### src/rtl/fifo_wr_arbiter_pkg.sv
// Shared definitions for the fifo write arbiter.
//   - default fifo geometry (depth, data width, counter width)
//   - arbiter FSM state encoding
//   - index wrap helper used for round-robin pointers
package fifo_wr_arbiter_pkg;

    localparam int DEF_DEPTH  = 64;
    localparam int DEF_DATA_W = 8;
    localparam int DEF_CNT_W  = 8;

    typedef enum logic [0:0] {
        ST_IDLE  = 1'b0,
        ST_BURST = 1'b1
    } state_e;

    // Next index in a ring of n entries: n-1 wraps to 0.
    function automatic int wrap_inc(input int idx, input int n);
        return (idx == n - 1) ? 0 : idx + 1;
    endfunction

endpackage

### src/rtl/fifo_wr_arbiter_rr_pick.sv
// Rotating-priority requester select.
// Ports:
//   req     in   NUM_REQ         request vector
//   rr_base in   clog2(NUM_REQ)  highest-priority index this round
//   idx     out  clog2(NUM_REQ)  first requester at/after rr_base (wrapping)
//   found   out  1               any request present
module fifo_wr_arbiter_rr_pick #(
    parameter int NUM_REQ = 4
) (
    input  logic [NUM_REQ-1:0]         req,
    input  logic [$clog2(NUM_REQ)-1:0] rr_base,
    output logic [$clog2(NUM_REQ)-1:0] idx,
    output logic                       found
);

    localparam int OW = $clog2(NUM_REQ);

    function automatic int slot(input int base, input int k);
        return (base + k) % NUM_REQ;
    endfunction

    always_comb begin
        idx   = '0;
        found = 1'b0;
        // Scan from rr_base upward; the first hit wins.
        for (int k = 0; k < NUM_REQ; k++) begin
            if (!found && req[slot(int'(rr_base), k)]) begin
                found = 1'b1;
                idx   = OW'(slot(int'(rr_base), k));
            end
        end
    end

endmodule

### src/rtl/fifo_wr_arbiter.sv
// Round-robin write arbiter sharing one fifo write port between NUM_REQ
// producers. A producer is granted for a burst of up to MAX_BURST words,
// after which priority rotates to the next index. Writes are throttled on
// fifo occupancy so the fifo is never written while full.
//
// Handshake: a producer holds req[i] high with its word on
// req_data[i*DATA_W +: DATA_W]; ack[i] pulses for exactly the cycles in which
// that word is taken. After an ack the producer presents its next word or
// drops req. Dropping req without an ack withdraws the word and ends the
// burst. One idle (arbitration) cycle separates consecutive bursts.
//
// Ports:
//   clk          in   rising-edge clock
//   reset        in   asynchronous active-low reset
//   req          in   per-producer request
//   req_data     in   flattened producer words
//   ack          out  one-hot word-accepted pulse (combinational)
//   owner        out  current/last granted producer
//   busy         out  high while a burst is in progress
//   fifo_counter in   fifo occupancy
//   overflow     in   fifo full flag
//   wr_en        out  fifo write enable (registered)
//   data_in      out  fifo write data (registered)
module fifo_wr_arbiter
    import fifo_wr_arbiter_pkg::*;
#(
    parameter int NUM_REQ   = 4,
    parameter int DATA_W    = DEF_DATA_W,
    parameter int DEPTH     = DEF_DEPTH,
    parameter int CNT_W     = DEF_CNT_W,
    parameter int MAX_BURST = 4
) (
    input  logic                        clk,
    input  logic                        reset,
    input  logic [NUM_REQ-1:0]          req,
    input  logic [NUM_REQ*DATA_W-1:0]   req_data,
    output logic [NUM_REQ-1:0]          ack,
    output logic [$clog2(NUM_REQ)-1:0]  owner,
    output logic                        busy,
    input  logic [CNT_W-1:0]            fifo_counter,
    input  logic                        overflow,
    output logic                        wr_en,
    output logic [DATA_W-1:0]           data_in
);

    localparam int OW   = $clog2(NUM_REQ);
    localparam int BC_W = (MAX_BURST > 1) ? $clog2(MAX_BURST) : 1;

    state_e            state_q, state_d;
    logic [OW-1:0]     owner_q, owner_d;
    logic [OW-1:0]     rr_base_q, rr_base_d;
    logic [BC_W-1:0]   burst_cnt_q, burst_cnt_d;
    logic              wr_en_q, wr_en_d;
    logic [DATA_W-1:0] data_in_q, data_in_d;

    logic [OW-1:0]     pick_idx;
    logic              pick_found;
    logic [CNT_W:0]    occ;
    logic              space_ok;
    logic              owner_req;
    logic [DATA_W-1:0] owner_data;
    logic              grant;
    logic              last_beat;
    logic [OW-1:0]     owner_next;

    fifo_wr_arbiter_rr_pick #(
        .NUM_REQ (NUM_REQ)
    ) u_rr_pick (
        .req     (req),
        .rr_base (rr_base_q),
        .idx     (pick_idx),
        .found   (pick_found)
    );

    // The word sitting in wr_en_q has not reached fifo_counter yet, so it is
    // counted here; this is conservative by one cycle when the fifo is also
    // being read.
    assign occ        = {1'b0, fifo_counter} + {{CNT_W{1'b0}}, wr_en_q};
    assign space_ok   = (occ < (CNT_W+1)'(DEPTH)) && !overflow;

    assign owner_req  = req[owner_q];
    assign owner_data = req_data[owner_q*DATA_W +: DATA_W];
    assign grant      = (state_q == ST_BURST) && owner_req && space_ok;
    assign last_beat  = (burst_cnt_q == BC_W'(MAX_BURST - 1));
    assign owner_next = OW'(wrap_inc(int'(owner_q), NUM_REQ));

    always_comb begin
        ack = '0;
        if (grant) begin
            ack[owner_q] = 1'b1;
        end
    end

    always_comb begin
        state_d     = state_q;
        owner_d     = owner_q;
        rr_base_d   = rr_base_q;
        burst_cnt_d = burst_cnt_q;
        wr_en_d     = 1'b0;
        data_in_d   = data_in_q;
        case (state_q)
            ST_IDLE: begin
                if (pick_found && space_ok) begin
                    owner_d     = pick_idx;
                    burst_cnt_d = '0;
                    state_d     = ST_BURST;
                end
            end
            ST_BURST: begin
                if (grant) begin
                    wr_en_d     = 1'b1;
                    data_in_d   = owner_data;
                    burst_cnt_d = burst_cnt_q + 1'b1;
                end
                // A full burst or a withdrawn request hands priority on.
                // A stall on space keeps ownership.
                if ((grant && last_beat) || !owner_req) begin
                    state_d     = ST_IDLE;
                    rr_base_d   = owner_next;
                    burst_cnt_d = '0;
                end
            end
            default: state_d = ST_IDLE;
        endcase
    end

    always_ff @(posedge clk or negedge reset) begin
        if (!reset) begin
            state_q     <= ST_IDLE;
            owner_q     <= '0;
            rr_base_q   <= '0;
            burst_cnt_q <= '0;
            wr_en_q     <= 1'b0;
            data_in_q   <= '0;
        end else begin
            state_q     <= state_d;
            owner_q     <= owner_d;
            rr_base_q   <= rr_base_d;
            burst_cnt_q <= burst_cnt_d;
            wr_en_q     <= wr_en_d;
            data_in_q   <= data_in_d;
        end
    end

    assign owner   = owner_q;
    assign busy    = (state_q == ST_BURST);
    assign wr_en   = wr_en_q;
    assign data_in = data_in_q;

endmodule

### config.mk
export PLATFORM = sky130hd
export DESIGN_NAME = fifo_wr_arbiter
export DESIGN_NICKNAME = d
export VERILOG_FILES = /design/src/rtl/fifo_wr_arbiter_pkg.sv /design/src/rtl/fifo_wr_arbiter_rr_pick.sv /design/src/rtl/fifo_wr_arbiter.sv
export SDC_FILE = /design/constraint.sdc
export NUM_CORES = 1
export LEC_CHECK = 0
export ABC_AREA = 1
export BUFFER_PORTS_ARGS = -buffer_cell sky130_fd_sc_hd__buf_2
export CORE_MARGIN = 2
export CORE_UTILIZATION = 42
export CTS_BUF_LIST = sky130_fd_sc_hd__clkbuf_16
export CTS_CLUSTER_SIZE = 12
export DETAILED_ROUTE_END_ITERATION = 10
export HOLD_SLACK_MARGIN = 0.06
export PLACE_DENSITY = 0.76
export SYNTH_ARGS = -nofsm -noshare
export SYNTH_HDL_FRONTEND = slang
export SYNTH_SLANG_ARGS = --single-unit
### constraint.sdc
create_clock -name clk -period 1.3 [get_ports clk]
set_input_delay 0.065 -clock clk [delete_from_list [all_inputs] [get_ports clk]]
set_output_delay 0.065 -clock clk [all_outputs]
set_load 0.03 [all_outputs]
==> impl_metrics.tcl <==
set metrics [dict create \
    finalWirelength_um 3830 \
    first_global_vias 1346 \
    syn-num-nets 252 \
    wl_met2_um 1990 \
    finalSetupViolations 20 \
    highest_layer "met4" \
    final_cells 332 \
    antenna_found_initial 0 \
    cts_htree_levels 1 \
    p_per_area_mw_per_mm2 2110 \
    drt_iter0_drc 37 \
    fin_worst_skew_ns 0.00183 \
    dieArea_mm2 0.00361 \
    synth_top_area_cell "dfrtp_1" \
    io_buffer_count 62 \
    hpwl_um 2720 \
    first_pass_iters 4 \
    fin_ws_ns -0.271 \
    avgSynthCellArea_um2 6.61 \
    synthTopCellsByArea "dfrtp_1 30%, nand2_1 14%, nor2_1 13%" \
    cts_tree "built" \
    cts_buffers 3 \
    hold_viol 0 \
    peakVddDrop_mv 1.06 \
    cp_max_fo 5 \
    drc 0 \
    clockBufferDepth 2 \
    netlist_area_mm2 0.00132 \
    layout-drive-gt1-share_pct 47.9 \
    nNetsFinal 341 \
    start_kind "register" \
    critPathTopFamily "simple AND/OR/NAND/NOR gates" \
    netlist_instances 200 \
    synth_edf_count 0 \
    cp_num_buf_inv 3 \
    hold_slack_ns 0.113 \
    grt_start_max_net_pins 19 \
    synth.top_cell.area_share_pct 30.3 \
    via_per_inst 4.80 \
    regArea_um2 407 \
    grt_usage_pct 20.6 \
    clock_sinks 16 \
    tightest_slew_ns 0.370 \
    slew_viol_final 0 \
    fillCellCount 265 \
    max_cap_viol_count 0 \
    min_period_over_period_pct 121 \
    overflow 0 \
    synth.distinct_cells 26 \
    path_class "reg2out" \
    diodes 0 \
    grt_pass1_wl_um 5540 \
    clock.fmax_mhz 636 \
    row_count 20 \
    area_growth_pct 61.2 \
    async_flop_share_pct 100 \
    ant_nets 0 \
    endpoint_kind "output port" \
    gp_congestion 0.849 \
    rsz0062_at_grt "yes" \
    cp_slowest_stage_delay_ns 0.44 \
    ios 63 \
    vias 1593 \
    die_h_um 60.1 \
    power_mw 4.49 \
    start_util_pct 43.7 \
    multiInputGateArea_um2 907 \
    ys_warn_count 0 \
    crit_chain "inv_2 -> nand2_1 -> nand3_2 -> nand2_4 -> nor2_4 -> nand2_4 -> buf_6 -> nor2_4 -> buf_6" \
    violations "setup timing" \
    yosys_register_bits 16 \
    arrival_ns 1.51 \
    fp.dieW_um 60.1 \
    min_period_ns 1.57 \
    timing.slew.headroom_pct 75.3 \
    clkTransAtPathRegs_ns 0.05 \
    wl_met1_um 1620 \
    core_area_mm2 0.00303 \
    clock_latency_ns 0.25 \
    wl_met3_um 146 \
    critPathSlowestCell "dfrtp_2" \
    p_leak_nw 1.14 \
    synthFlopType "dfrtp_1" \
    holdCritPathClass "in2reg" \
    yosysSeqAreaShare_pct 30.3 \
    root_buffer "clkbuf_16" \
    cp.required_ns 1.24 \
    status "finished with violations" \
    dp.cells 318 \
    drt-wirelength-per-cell_um 11.5 \
]
==> layout by cell type (no fill, tap or decap) <==
master and n:
clkinv_1 1, clkbuf_16 3, a21oi_4 1, nand2_4 4
inv_2 4, o21ai_1 2, nand2_1 34, nand3b_4 1
dfrtp_1 11, nand3_4 2, nand4_1 3, nor2_4 7
o21ai_2 1, dlygate4sd3_1 1, nor2_1 42, nand2_2 13
ha_1 5, and3_1 1, a31oi_1 8, buf_4 22
buf_2 58, buf_6 6, dfrtp_2 5, inv_8 1
inv_1 16, o21ai_4 1, buf_12 1, nand3_2 3
nand3_1 9, inv_4 2, clkinv_8 2, o21ai_0 17
a31oi_2 1
==> repair_timing <==
item | in CTS | in global routing
hold endpoints to repair | 16 | 0
buffers inserted | 5 | 2
gates cloned | 1 | 1
resized for setup | 28 | 20
setup endpoints to repair | 18 | 20
pin swaps | 9 | 3
hold buffers | 1 | 0
==> tightest hold or removal path: cells and delay by family <==
kind,cells,cell delay [ns]
AOI/OAI and AO/OA,2,0.18
buffers and inverters,1,0.07
==> layout make-up <==
| class | count | share of cell area (%) |
|---|---|---|
| sequential | 16 | 19.1 |
| clock inverter | 1 | 0.176 |
| timing repair buffer | 88 | 25.9 |
| multi-input combinational | 155 | 42.5 |
| inverter | 23 | 4.87 |
| timing repair inverter | 2 | 1.29 |
| tap | 44 | 2.58 |
| clock buffer | 3 | 3.52 |
==> cell usage after synthesis, types with 2 or more instances <==
library cell   n
dfrtp_1       16
nand2_1       48
buf_6          2
buf_2          2
nand2_2        2
nor2_1        46
ha_1           5
nand3_1       12
a31oi_1        8
nor2_4         2
nand4_1        3
inv_2          4
nand3_2        2
o21ai_0       20
inv_1         17
==> worst paths after layout <==
path / startpoint / endpoint / slack, ns / depth (start not counted)
setup / recovery: owner[0] / ack[1] / -0.27 / 9
hold / removal: req_data[8] / data_in[0] / 0.11 / 3
min in group asynchronous: reset / data_in[5] / 0.25 / 2
setup reg to reg: owner[0] / rr_base_q[0] / -0.23 / 11
hold reg to reg: burst_cnt_q[0] / burst_cnt_q[0] / 0.50 / 1
max in group asynchronous: reset / rr_base_q[0] / 0.76 / 2
==> per-layer routing <==
metal	track usage [%]	up-vias
li1	-	816
met1	24.8	732
met2	36.8	41
met3	1.95	4
met4	8.57	0
met5	0	-
==> stage by stage <==
step           worst slack [ns]  utilization, %  TNS [ns]  area, um2
4_1_cts                  -0.265            67.2     -2.86       2030
3_5_place_dp             -0.181            59.8     -1.40       1810
5_1_grt                  -0.340            70.4     -5.09       2130
2_1_floorplan            -0.189               -     -2.49       1370
3_3_place_gp             -0.148            59.8     -1.07       1810
6_report                 -0.271            70.4     -3.60       2130
==> flip-flops by register name (all words and copies together), names as in the netlist <==
| name | flops |
|---|---|
| owner | 2 |
| wr_en | 1 |
| rr_base_q | 2 |
| busy | 1 |
| burst_cnt_q | 2 |
| data_in | 8 |
==> power by group <==
part	total, mW	switching, mW	internal [mW]
logic	2.98	1.78	1.20
clock network	0.611	0.202	0.409
registers	0.895	0.185	0.710
==> logic make-up after synthesis <==
kind of cell | synth area share [%]
AO/OA/AOI/OAI | 14.2
adder cells (fa/ha/maj) | 4.73
flip-flops | 30.3
buffers and inverters | 11.4
AND/OR/NAND/NOR | 39.5
No activity file was read; power rests on OpenSTA's default activity.
